$ cat config.mk
export PLATFORM = sky130hd
export DESIGN_NAME = mem_port_arbiter
export DESIGN_NICKNAME = d
export VERILOG_FILES = /design/src/rtl/mem_port_arbiter_pkg.sv /design/src/rtl/mem_port_arbiter_rr_pick4.sv /design/src/rtl/mem_port_arbiter.sv
export SDC_FILE = /design/constraint.sdc
export NUM_CORES = 1
export LEC_CHECK = 0
export CAP_MARGIN = 20
export CORE_UTILIZATION = 25
export CTS_CLUSTER_DIAMETER = 60
export CTS_CLUSTER_SIZE = 24
export DETAILED_ROUTE_END_ITERATION = 8
export PLACE_DENSITY = 0.45
export REMOVE_ABC_BUFFERS = 1
export SETUP_SLACK_MARGIN = 0.02
export SYNTH_ARGS = -nofsm -noshare
export SYNTH_HDL_FRONTEND = slang
export SYNTH_SLANG_ARGS = --single-unit
$ cat constraint.sdc
create_clock -name clk -period 2.8 [get_ports clk]
set_input_delay 0.56 -clock clk [delete_from_list [all_inputs] [get_ports clk]]
set_output_delay 0.56 -clock clk [all_outputs]
set_load 0.01 [all_outputs]
$ cat src/rtl/mem_port_arbiter_pkg.sv
// Shared definitions for the 4-requester memory port arbiter.
package mem_port_arbiter_pkg;

  typedef enum logic {
    ST_IDLE = 1'b0,
    ST_BUSY = 1'b1
  } state_t;

  localparam int unsigned NUM_REQ = 4;
  localparam int unsigned SEL_W   = 2;

  // Requester indices
  localparam logic [SEL_W-1:0] REQ_IF    = SEL_W'(0);
  localparam logic [SEL_W-1:0] REQ_MEM   = SEL_W'(1);
  localparam logic [SEL_W-1:0] REQ_DBG   = SEL_W'(2);
  localparam logic [SEL_W-1:0] REQ_SPARE = SEL_W'(3);

  // One-hot vector with only bit idx set.
  function automatic logic [NUM_REQ-1:0] onehot(input logic [SEL_W-1:0] idx);
    logic [NUM_REQ-1:0] v;
    v      = '0;
    v[idx] = 1'b1;
    return v;
  endfunction

endpackage

$ cat src/rtl/mem_port_arbiter_rr_pick4.sv
// Combinational round-robin picker: first set request after last_ptr, wrapping.
module rr_pick4
  import mem_port_arbiter_pkg::*;
(
  input  logic [NUM_REQ-1:0] req,
  input  logic [SEL_W-1:0]   last_ptr,
  output logic               any,
  output logic [SEL_W-1:0]   idx
);

  logic             found;
  logic [SEL_W-1:0] cand;

  // Search last_ptr+1 .. last_ptr+4 (mod 4); the last candidate is last_ptr itself.
  always_comb begin
    any   = |req;
    idx   = last_ptr;
    found = 1'b0;
    cand  = last_ptr;
    for (int unsigned k = 1; k <= NUM_REQ; k++) begin
      cand = last_ptr + SEL_W'(k);
      if (!found && req[cand]) begin
        idx   = cand;
        found = 1'b1;
      end
    end
  end

endmodule

$ cat src/rtl/mem_port_arbiter.sv
// Round-robin arbiter sharing one memory port between IF, MEM, debug and spare
// requesters, with valid/ready handshake, beat timeout and bounded locked bursts.
module mem_port_arbiter
  import mem_port_arbiter_pkg::*;
#(
  parameter int unsigned TIMEOUT_CYCLES = 16,
  parameter int unsigned LOCK_MAX       = 4
) (
  input  logic               clk,
  input  logic               rst_n,
  input  logic [NUM_REQ-1:0] req_i,
  input  logic [NUM_REQ-1:0] lock_i,
  input  logic               mem_ready_i,
  output logic [NUM_REQ-1:0] gnt_o,
  output logic [SEL_W-1:0]   sel_o,
  output logic               mem_valid_o,
  output logic [NUM_REQ-1:0] ack_o,
  output logic [NUM_REQ-1:0] err_o
);

  localparam int unsigned TW = $clog2(TIMEOUT_CYCLES + 1);
  localparam int unsigned BW = $clog2(LOCK_MAX + 1);

  state_t             state, state_nx;
  logic [TW-1:0]      tcnt;
  logic [BW-1:0]      beat;
  logic [SEL_W-1:0]   last_ptr;
  logic [NUM_REQ-1:0] gnt;
  logic [SEL_W-1:0]   sel;
  logic               valid;

  logic               pick_any;
  logic [SEL_W-1:0]   pick_idx;
  logic               busy, timeout_hit, done, cont;

  rr_pick4 u_pick (
    .req      (req_i),
    .last_ptr (last_ptr),
    .any      (pick_any),
    .idx      (pick_idx)
  );

  // Beat completion, timeout and locked-continuation decode.
  always_comb begin
    busy        = (state == ST_BUSY);
    timeout_hit = busy && !mem_ready_i && (tcnt == TW'(TIMEOUT_CYCLES - 1));
    done        = busy && (mem_ready_i || timeout_hit);
    // Lock is only honoured on a real ready; a timed-out beat always releases.
    cont        = busy && mem_ready_i && lock_i[sel] && req_i[sel]
                  && (beat < BW'(LOCK_MAX));
  end

  // State register.
  always_ff @(posedge clk or negedge rst_n) begin
    if (!rst_n) state <= ST_IDLE;
    else        state <= state_nx;
  end

  // Next-state logic.
  always_comb begin
    state_nx = state;
    unique case (state)
      ST_IDLE: if (pick_any)      state_nx = ST_BUSY;
      ST_BUSY: if (done && !cont) state_nx = ST_IDLE;
      default:                    state_nx = ST_IDLE;
    endcase
  end

  // Grant registers, rotation pointer, beat and timeout counters.
  always_ff @(posedge clk or negedge rst_n) begin
    if (!rst_n) begin
      gnt      <= '0;
      sel      <= '0;
      valid    <= 1'b0;
      tcnt     <= '0;
      beat     <= '0;
      last_ptr <= REQ_SPARE;
    end else if (state == ST_IDLE) begin
      if (pick_any) begin
        gnt   <= onehot(pick_idx);
        sel   <= pick_idx;
        valid <= 1'b1;
        tcnt  <= '0;
        beat  <= BW'(1);
      end
    end else if (done) begin
      last_ptr <= sel;
      if (cont) begin
        beat <= beat + 1'b1;
        tcnt <= '0;
      end else begin
        gnt   <= '0;
        sel   <= '0;
        valid <= 1'b0;
      end
    end else if (tcnt != '1) begin
      tcnt <= tcnt + 1'b1;
    end
  end

  // Registered grant outputs plus combinational completion pulses.
  always_comb begin
    gnt_o       = gnt;
    sel_o       = sel;
    mem_valid_o = valid;
    ack_o       = gnt & {NUM_REQ{done}};
    err_o       = gnt & {NUM_REQ{timeout_hit}};
  end

endmodule

# After elaboration in Yosys (flattened, before gate mapping)

Cells that the tools add are included.
Widths: inputs -> output; s select.

Register bits: 18
Word-level logic and storage cells: 99
Output and inout bits: 15

Reduce and logical (&&, ||, !) cells: 24
Add/subtract/negate cells: 5
Magnitude comparators: 8
Bitwise gates (word level): 3
Equal/unequal tests: 7
Muxes and demuxes: 45

Operator list:

| kind                | number |
|---|---|
| $mux 5              | 5 |
| $lt 2x3->1 const B  | 6 |
| $mux 1              | 16 |
| $mux 2              | 8 |
| $mux 4              | 4 |
| $bmux 1 s2          | 6 |
| $logic_and 1x1->1   | 12 |
| $mux 3              | 4 |
| $reduce_and 3->1    | 3 |
| $and 4x4->4         | 2 |
| $add 5x1->5 const B | 1 |
| $eq 5x4->1 const B  | 1 |
| $logic_not 1->1     | 5 |
| $ne 5x5->1 const B  | 1 |
| $add 2x2->2 const B | 2 |
| $ne 2x1->1 const B  | 2 |
| $reduce_or 4->1     | 1 |
| $add 3x1->3 const B | 1 |
| $lt 3x3->1 const B  | 1 |
| $ne 3x1->1 const B  | 1 |
| $ne 3x2->1 const B  | 1 |
| $add 2x1->2 const B | 1 |
| $demux 1 s2         | 1 |
| $ge 2x1->1 const B  | 1 |
| 6 further kinds     | 6 |

# Logic depth before layout (Yosys ltp)

Gate-level depths: netlist of run 1.

Depth in word-level cells: 19
Gate-level depth with buffers: 8
Gate-level depth less buffers: 8

# By module

From an unflattened synthesis of run 1, not the netlist that was laid out.

Cell total of the unflattened synthesis: 102
Area, all modules: 1024.7 µm²

Modules (own cells, without submodules):

| module           | cells each | sequential area each (µm²) | times used | area each (µm²) |
|---|---|---|---|---|
| mem_port_arbiter | 88         | 452.9                      | 1          | 952.2 |
| rr_pick4         | 14         | 0.0                        | 1          | 72.6 |

# Worst setup path before layout of run 1

OpenSTA, ideal clock, no wires.

Path type: reg-to-reg
Start point: register tcnt[0]
End point: register beat[1]
Path buffers: 0
Setup time: 122 ps
Data arrival time: 1851 ps
Stages on the path, launching flop included: 7
Clock period less this slack: 1973 ps
Path slack: 827 ps
Path through: dfrtp_1 -> ha_1 -> and3_1 -> ha_1 -> or3b_2 -> and2_4 -> a32o_1

Word-level cells in the longest chain between the ends: 6

Ends and longest elaborated chain:

| element                           | RTL line               | RTL |
|---|---|---|
| from (decl)                       | mem_port_arbiter.sv:25 | `logic [TW-1:0] tcnt;` |
| from (signal assigned)            | mem_port_arbiter.sv:97 | `tcnt <= tcnt + 1'b1;` |
| $eq 5x4->1                        | mem_port_arbiter.sv:46 | `timeout_hit = busy && !mem_ready_i && (tcnt == TW'(TIMEOUT_CYCLES - 1));` |
| $logic_and 1x1->1                 | mem_port_arbiter.sv:46 |  |
| $logic_or 1x1->1                  | mem_port_arbiter.sv:47 | `done = busy && (mem_ready_i \|\| timeout_hit);` |
| $logic_and 1x1->1                 | mem_port_arbiter.sv:47 |  |
| $ne 2x1->1 (no source line)       | n/a                    |  |
| $reduce_and 3->1 (no source line) | n/a                    |  |
| to (signal assigned)              | mem_port_arbiter.sv:89 | `beat <= beat + 1'b1;` |
| to (decl)                         | mem_port_arbiter.sv:26 | `logic [BW-1:0] beat;` |

No other way between the ends.
A chain may end at the register's enable or synchronous reset.

# Worst setup path in the final report of run 1

Start point: register tcnt[0]
End point: output ack_o[3]

Word-level cells in the longest chain between the ends: 5

Ends and longest elaborated chain:

| element           | RTL line                | RTL |
|---|---|---|
| $eq 5x4->1        | mem_port_arbiter.sv:46  |  |
| $logic_and 1x1->1 | mem_port_arbiter.sv:46  |  |
| $logic_or 1x1->1  | mem_port_arbiter.sv:47  |  |
| $logic_and 1x1->1 | mem_port_arbiter.sv:47  |  |
| $and 4x4->4       | mem_port_arbiter.sv:106 | `ack_o = gnt & {NUM_REQ{done}};` |
| to (decl)         | mem_port_arbiter.sv:17  | `output logic [NUM_REQ-1:0] ack_o,` |

No other way between the ends.

==> run summary, run 1 <==
Grt ovf = 0
Yosys reg bits = 18
Port bufs = 25
# DRC = 0
RSZ-0062 raised after global routing = no
Worst reg2reg endpoint = tcnt[3]
Routed Antenna Nets = 0
Startpoint Class = flop
Starting Density = 0.262
Max-cap viol count = 0
R2R depth = 7
Non-Filler Instances = 184
Yosys top cell by area = dfrtp_1
VDD IR max = 0.000364 V
Initial antenna violation count = 0
Gr usage total = 0.121
Clk slew on worst S/H paths = 0.07 ns
Power Dens Cells = 831 nW/µm²
CTS tree = done
Vias in the first global route = 871
Most frequent cells in the layout = 22 x clkdlybuf4s50_1, 16 x dfrtp_1, 10 x nand2_1
Largest cells by area after synthesis = dfrtp_1 38%, dfstp_2 5.0%, and2_1 4.7%, ha_1 4.7%, nand2_1 3.6%
Slew HR = 0.455
Setup violations, final = 0
Vias/cell = 4.82
R2R setup slack = 0.69 ns
Metal2 WL = 1170 µm
Vias = 887
ANT cells = 0
Pin count of the biggest net entering global routing = 19
Most common cell after layout, fill and taps aside = clkdlybuf4s50_1
Core Util, Final = 0.353
WL final = 2460 µm
Met3 Routed Length = 110 µm
Layout area overhead = 34.6%
Outcome = complete, no violations
Nets = 150
Crit-path slowest cell = clkdlybuf4s50_1
Period utilisation layout = 0.959
Fin. Hold Viols = 0
Worst slew pin tran = 0.815 ns
Sequential share of the synthesized area = 0.429
1st-pass router iterations = 4
Worst setup path category = reg -> out
Worst path arrival time = 2.13 ns
Lkg Pwr = 0.000669 µW
GP Congestion = 0.723
Dpl cells = 178
CP Data Required Time = 2.24 ns
Filler Cell Count = 422
Setup crit end = ack_o[3]
Worst Setup End Kind = primary output
Core Region = 4030 µm²
Post-DP HPWL = 1890 µm
Crit-path max cell delay = 0.48 ns
Worst path depth = 6
Top Ports = 26
Synth cell types = 44
Setup TNS = 0 ns
Mapped Area = 1060 µm²
Largest delay share family, worst path = buffers and inverters
Clock Skew = 0.00296 ns
Cell count after synthesis = 105
Fmax = 0.372 GHz
FP Rows = 23
CTS Buf Count = 3
Bufs on Longest Clock Path = 2
Crit. Startpoint = tcnt[0]
Met1 Wirelength = 1150 µm
Root Buffer = clkbuf_8
Clk Latency, worst-skew pair = 0.25 ns
Chip width = 67.0 µm
Die ar. = 4490 µm²
Final Max Slew Viols = 0
DR WL/cell = 13.4 µm
Clk sinks = 18
Die Y = 67.0 µm
Crit-path max FO = 7
H-tree depth = 1
Mean post-synth cell area = 10.1 µm²
Yosys warns = 0
Worst Hold Class = reg -> reg
First DRT Iteration DRCs = 23
Global-route wire length before repair = 4090 µm
Share of post-route cells with drive strength above 1 = 0.149
Max Used Layer = met4
Critical path, cell by cell = ha_1 > and3_1 > ha_2 > o21a_2 > and2_1 > clkdlybuf4s50_1
Number of buffers and inverters on the critical path = 1
Synth top area share = 0.379
FF-to-FF Start = tcnt[0]
Tmin final = 2.69 ns
## synthesized netlist by cell type
| library cell | instances |
|---|---|
| dfrtp_1 | 16 |
| nand2_1 | 10 |
| and2_1 | 8 |
| inv_1 | 5 |
| ha_1 | 4 |
| o21ai_0 | 4 |
| a21o_1 | 3 |
| a21oi_1 | 3 |
| nor2_1 | 3 |
| o2bb2ai_1 | 3 |
| o31ai_1 | 3 |
| and3_1 | 2 |
| and3b_1 | 2 |
| buf_6 | 2 |
| dfstp_2 | 2 |
| nand4_1 | 2 |
| nand4b_1 | 2 |
| nor3_1 | 2 |
| o21ai_1 | 2 |
| or2_2 | 2 |
| or3_1 | 2 |
| a211o_1 | 1 |
| a22o_1 | 1 |
| a22oi_1 | 1 |
| a31oi_1 | 1 |
| a32o_1 | 1 |
| a32o_2 | 1 |
| and2_4 | 1 |
| clkbuf_2 | 1 |
| mux2i_1 | 1 |
| nand2b_1 | 1 |
| nand2b_2 | 1 |
| nand2b_4 | 1 |
| nand3_1 | 1 |
| nand4bb_1 | 1 |
| nor2b_1 | 1 |
| nor4_2 | 1 |
| o211ai_2 | 1 |
| o21a_1 | 1 |
| o22ai_1 | 1 |
| or3b_1 | 1 |
| or3b_2 | 1 |
| xnor2_1 | 1 |
| xor2_1 | 1 |
## timing repair
action,CTS,global route
hold buffers,0,0
buffers inserted,0,2
resized for setup,0,6
setup endpoints to repair,0,8
## cell type report
class,instances,area (µm²),share of cell area
clock buffer,4,45.0,0.0317
inverter,5,18.8,0.0132
multi-input combinational,79,562,0.395
sequential,18,453,0.319
tap,50,62.6,0.0440
timing repair buffer,28,280,0.197
## state kept, by name, summed over array words and instances, names as in the netlist
name	flops
beat	3
mem_valid_o	1
busy	1
sel_o	2
gnt_o	4
last_ptr	2
tcnt	5
## metal layers
metal  track usage  vias to the layer above
met5             0                        -
met2         0.196                       15
li1              -                      443
met1         0.163                      425
met3        0.0171                        4
met4        0.0399                        0
## report_power, final
group	internal (µW)	total [µW]	switching (µW)	leakage, µW
Sequential	364	470	107	0.000229
Clock	101	183	81.8	0.0000228
Combinational	285	528	243	0.000417
## kinds of logic after synthesis
kind of cell / synth area share
flip-flops: 0.429
adder cells (fa/ha/maj): 0.0474
buffers and inverters: 0.0438
AO/OA/AOI/OAI: 0.185
XOR/XNOR: 0.0166
AND/OR/NAND/NOR: 0.269
multiplexers: 0.00948
## stage by stage
step	hold slack (ns)	setup WS, ns	area [µm²]	power [µW]
3_3_place_gp	0.464	0.188	1350	974
5_1_grt	0.503	0.0249	1420	1280
2_1_floorplan	0.264	0.827	1030	757
4_1_cts	0.491	0.0226	1390	1170
3_5_place_dp	0.472	0.153	1350	986
6_report	0.490	0.114	1420	1180
## worst min path at each step
stage | startpoint | end | slack [ns] | cells past startpoint
6_report | mem_valid_o | mem_valid_o | 0.49 | 1
3_5_place_dp | mem_valid_o | mem_valid_o | 0.47 | 1
4_1_cts | mem_valid_o | mem_valid_o | 0.49 | 1
2_1_floorplan | rst_n | beat[0] | 0.26 | 0
3_3_place_gp | mem_valid_o | mem_valid_o | 0.46 | 1
5_1_grt | mem_valid_o | mem_valid_o | 0.50 | 1
Power figures use the tool's default switching activity.
==> run 2: changes to the inputs <==
--- a/config.mk
+++ b/config.mk
@@ -6,6 +6,7 @@
 export NUM_CORES = 1
 export LEC_CHECK = 0
 export CAP_MARGIN = 20
+export CORE_ASPECT_RATIO = 0.9
 export CORE_UTILIZATION = 25
 export CTS_CLUSTER_DIAMETER = 60
 export CTS_CLUSTER_SIZE = 24
==> run summary, run 2 (same netlist as run 1, synthesis figures left out) <==
Lkg Pwr = 0.000661 µW
Tmin final = 2.68 ns
Layout area overhead = 35.2%
Worst Setup End Kind = primary output
RSZ-0062 raised after global routing = no
Clk Latency, worst-skew pair = 0.25 ns
FF-to-FF Start = tcnt[0]
CP Data Required Time = 2.24 ns
Most frequent cells in the layout = 21 x clkdlybuf4s50_1, 16 x dfrtp_1, 10 x nand2_1
GP Congestion = 0.709
Root Buffer = clkbuf_8
Crit. Startpoint = tcnt[0]
FP Rows = 22
Global-route wire length before repair = 4490 µm
Initial antenna violation count = 0
Die Y = 63.7 µm
Largest register by flop count = tcnt
Post-DP HPWL = 1880 µm
H-tree depth = 1
Routed Antenna Nets = 0
Clock power frac = 0.181
Worst setup path category = reg -> out
Final Cell Area = 1430 µm²
Worst Hold Class = reg -> reg
CTS Buf Count = 3
ANT cells = 0
Vias/cell = 4.83
1st-pass router iterations = 6
Filler Cell Count = 411
Outcome = finished, violations left
Slew HR = 0.408
CTS tree = done
Setup TNS = 0 ns
Worst slew pin tran = 0.885 ns
Power Dens Cells = 838 nW/µm²
Pin count of the biggest net entering global routing = 19
Crit-path max FO = 5
First DRT Iteration DRCs = 38
Worst path arrival time = 2.12 ns
Bufs on Longest Clock Path = 2
Sw Share = 0.362
Psw = 433 µW
Chip width = 70.5 µm
Top Ports = 26
# DRC = 4
Startpoint Class = flop
Internal power = 764 µW
Most common cell after layout, fill and taps aside = clkdlybuf4s50_1
Die ar. = 4490 µm²
Fmax = 0.373 GHz
Vias in the first global route = 926
Final Max Slew Viols = 0
Setup violations, final = 0
Register area = 453 µm²
Multi-input logic area = 573 µm²
VDD IR max = 0.000335 V
Clock Skew = 0.00326 ns
Share of post-route cells with drive strength above 1 = 0.158
Min-delay src = last_ptr[0]
WL final = 2560 µm
Gr usage total = 0.126
Vias = 874
Port bufs = 25
Max reg flops = 5
Logic pwr share = 0.429
Starting Density = 0.259
Period utilisation layout = 0.959
Failing checks = DRC
Core Region = 4070 µm²
Placed inst area = 1340 µm²
Max-cap viol count = 0
Clk slew on worst S/H paths = 0.07 ns
Fin. Hold Viols = 0
Grt ovf = 0
Seq pwr share = 0.391
Nets = 149
Clk sinks = 18
DR WL/cell = 14.2 µm
## run 2: critical path: stages, from the launching register on
cell	delay (ns)
dfrtp_1	0.40
ha_1	0.22
and3_2	0.20
ha_4	0.17
and3b_2	0.24
and2_1	0.17
clkdlybuf4s50_1	0.47
## run 2: path summary, 6_finish.rpt
path | endpoint | slack [ns] | cells past startpoint
setup / recovery | err_o[3] | 0.12 | 6
hold / removal | last_ptr[0] | 0.49 | 2
setup reg to reg | tcnt[3] | 0.63 | 8
hold reg to reg | last_ptr[0] | 0.49 | 2
max in group asynchronous | gnt_o[0] | 1.45 | 1
min in group asynchronous | tcnt[4] | 0.80 | 1
## run 2: timing repair
action	4_1_cts	5_1_grt
gates resized for setup	4	5
hold buffers	0	0
setup endpoints to repair	8	6
buffers inserted	0	2
hold endpoints to repair	0	0
## run 2: power by group through the flow
| stage | Clock (µW) | Combinational, µW | Sequential, µW |
|---|---|---|---|
| after CTS | 223 | 511 | 471 |
| after detailed placement | 0 | 505 | 477 |
| after global placement | 0 | 501 | 475 |
| after floorplan | 0 | 285 | 472 |
| final | 216 | 513 | 467 |
| after global routing | 238 | 575 | 488 |
## run 2: per-stage QoR
step / power, µW / worst slack, ns / hold slack, ns / utilization / instances
6_report: 1200 / 0.116 / 0.487 / 0.350 / 181
3_5_place_dp: 982 / 0.127 / 0.479 / 0.329 / 175
2_1_floorplan: 757 / 0.827 / 0.264 / - / 102
4_1_cts: 1210 / 0.0147 / 0.491 / 0.342 / 179
3_3_place_gp: 976 / 0.135 / 0.478 / 0.329 / 175
5_1_grt: 1300 / 0.0249 / 0.506 / 0.350 / 181
## run 2: per-layer routing
| layer | part of all wire | global-route usage | up-vias |
|---|---|---|---|
| li1 | - | - | 442 |
| met1 | 0.51 | 0.168 | 414 |
| met2 | 0.44 | 0.203 | 18 |
| met3 | 0.054 | 0.0384 | 0 |
| met4 | 0 | 0.0230 | 0 |
| met5 | 0 | 0 | - |
## run 2: layout make-up
class,instances,share of cell area
clock buffer,4,0.0386
timing repair buffer,27,0.188
multi-input combinational,79,0.401
sequential,18,0.317
inverter,5,0.0131
tap,48,0.0421
==> run 3: changes to the inputs <==
--- a/config.mk
+++ b/config.mk
@@ -7,6 +7,7 @@
 export LEC_CHECK = 0
 export CAP_MARGIN = 20
 export CORE_ASPECT_RATIO = 0.9
+export CORE_MARGIN = 3
 export CORE_UTILIZATION = 25
 export CTS_CLUSTER_DIAMETER = 60
 export CTS_CLUSTER_SIZE = 24
@@ -14,6 +15,7 @@
 export PLACE_DENSITY = 0.45
 export REMOVE_ABC_BUFFERS = 1
 export SETUP_SLACK_MARGIN = 0.02
+export SLEW_MARGIN = 20
 export SYNTH_ARGS = -nofsm -noshare
 export SYNTH_HDL_FRONTEND = slang
 export SYNTH_SLANG_ARGS = --single-unit
==> run summary, run 3 (same netlist as run 1, synthesis figures left out) <==
Post-DP HPWL = 1990 µm
Layout area overhead = 33.4%
First DRT Iteration DRCs = 60
Clock Skew = 0.00155 ns
CTS tree = done
RSZ-0062 raised after global routing = no
Pin count of the biggest net entering global routing = 19
Fmax = 0.374 GHz
Final Max Slew Viols = 0
H-tree depth = 1
Worst Setup End Kind = primary output
Die Y = 67.7 µm
Filler Cell Count = 410
Vias = 887
Crit-path max FO = 7
VDD IR max = 0.000275 V
Slew HR = 0.437
Period utilisation layout = 0.954
Outcome = complete, no violations
Top Ports = 26
Dpl cells = 174
Most common cell after layout, fill and taps aside = clkdlybuf4s50_1
Setup violations, final = 0
Worst path arrival time = 2.11 ns
FP Rows = 21
# DRC = 0
1st-pass router iterations = 4
Final Cell Area = 1410 µm²
DR WL/cell = 14.5 µm
Core Region = 3890 µm²
Chip width = 74.5 µm
Bufs on Longest Clock Path = 2
Max reg flops = 5
Root Buffer = clkbuf_8
Setup TNS = 0 ns
Share of post-route cells with drive strength above 1 = 0.149
Placed inst area = 1340 µm²
Multi-input logic area = 562 µm²
Startpoint Class = flop
Vias in the first global route = 887
Worst setup path category = reg -> out
CTS Buf Count = 3
CP Data Required Time = 2.24 ns
ANT cells = 0
Worst slew pin tran = 0.842 ns
Grt ovf = 0
Lkg Pwr = 0.000613 µW
Clk Latency, worst-skew pair = 0.25 ns
Largest register by flop count = tcnt
R2R setup slack = 0.66 ns
Non-Filler Instances = 180
Starting Density = 0.272
Gr usage total = 0.113
Die ar. = 5040 µm²
Nets = 150
Tmin final = 2.67 ns
Worst Hold Class = reg -> reg
Clk sinks = 18
Clk slew on worst S/H paths = 0.07 ns
Global-route wire length before repair = 4430 µm
Fin. Hold Viols = 0
Power Dens Cells = 843 nW/µm²
Max-cap viol count = 0
Register area = 453 µm²
WL final = 2610 µm
Most frequent cells in the layout = 25 x clkdlybuf4s50_1, 16 x dfrtp_1, 10 x nand2_1
Vias/cell = 4.93
GP Congestion = 0.702
Routed Antenna Nets = 0
Initial antenna violation count = 0
Port bufs = 25
==> run 3: cell type report <==
cell class	count	area share
flip-flops and latches	18	0.321
inverters	5	0.0133
clock buffers	4	0.0320
multi-input cells	79	0.399
repair buffers	28	0.194
well taps	46	0.0409
==> run 3: worst max-delay path, cell delays in order (launching register included) <==
cell and delay (ns):
dfrtp_1 0.40, ha_1 0.22, and3_1 0.17, ha_2 0.20
o21a_2 0.24, and2_1 0.16, clkdlybuf4s50_1 0.48
==> run 3: what timing repair did <==
item,in CTS,in global routing
setup buffers,0,2
setup endpoints to repair,1,8
gates resized for setup,1,2
hold buffers,0,0
pin swaps,0,0
==> run 3: path summary, 6_finish.rpt <==
| path | start | to | cells after the start |
|---|---|---|---|
| max | tcnt[0] | ack_o[0] | 6 |
| min | mem_valid_o | mem_valid_o | 1 |
| max reg2reg | tcnt[0] | tcnt[3] | 7 |
| min reg2reg | mem_valid_o | mem_valid_o | 1 |
| max in group asynchronous | rst_n | gnt_o[3] | 1 |
| min in group asynchronous | rst_n | tcnt[4] | 1 |
==> run 3: stage by stage <==
step / hold WS (ns) / power [µW] / utilization / setup WS [ns]
global route: 0.510 / 1290 / 0.362 / 0.0259
CTS: 0.492 / 1190 / 0.357 / 0.0414
global placement: 0.463 / 981 / 0.346 / 0.204
detailed placement: 0.469 / 995 / 0.346 / 0.158
floorplan: 0.264 / 757 / - / 0.827
finish: 0.486 / 1190 / 0.362 / 0.129
==> run 3: metal layers <==
| metal | track usage | vias up | part of all wire |
|---|---|---|---|
| met5 | 0 | - | 0 |
| met1 | 0.166 | 426 | 0.50 |
| li1 | - | 444 | - |
| met4 | 0.0333 | 0 | 0.0042 |
| met3 | 0.0238 | 2 | 0.046 |
| met2 | 0.166 | 15 | 0.45 |
==> run 3: power by group <==
part / leakage (µW) / total (µW) / switching, µW / internal, µW
clock: 0.0000228 / 188 / 86.9 / 101
sequential: 0.000229 / 473 / 109 / 363
combinational: 0.000361 / 527 / 241 / 286
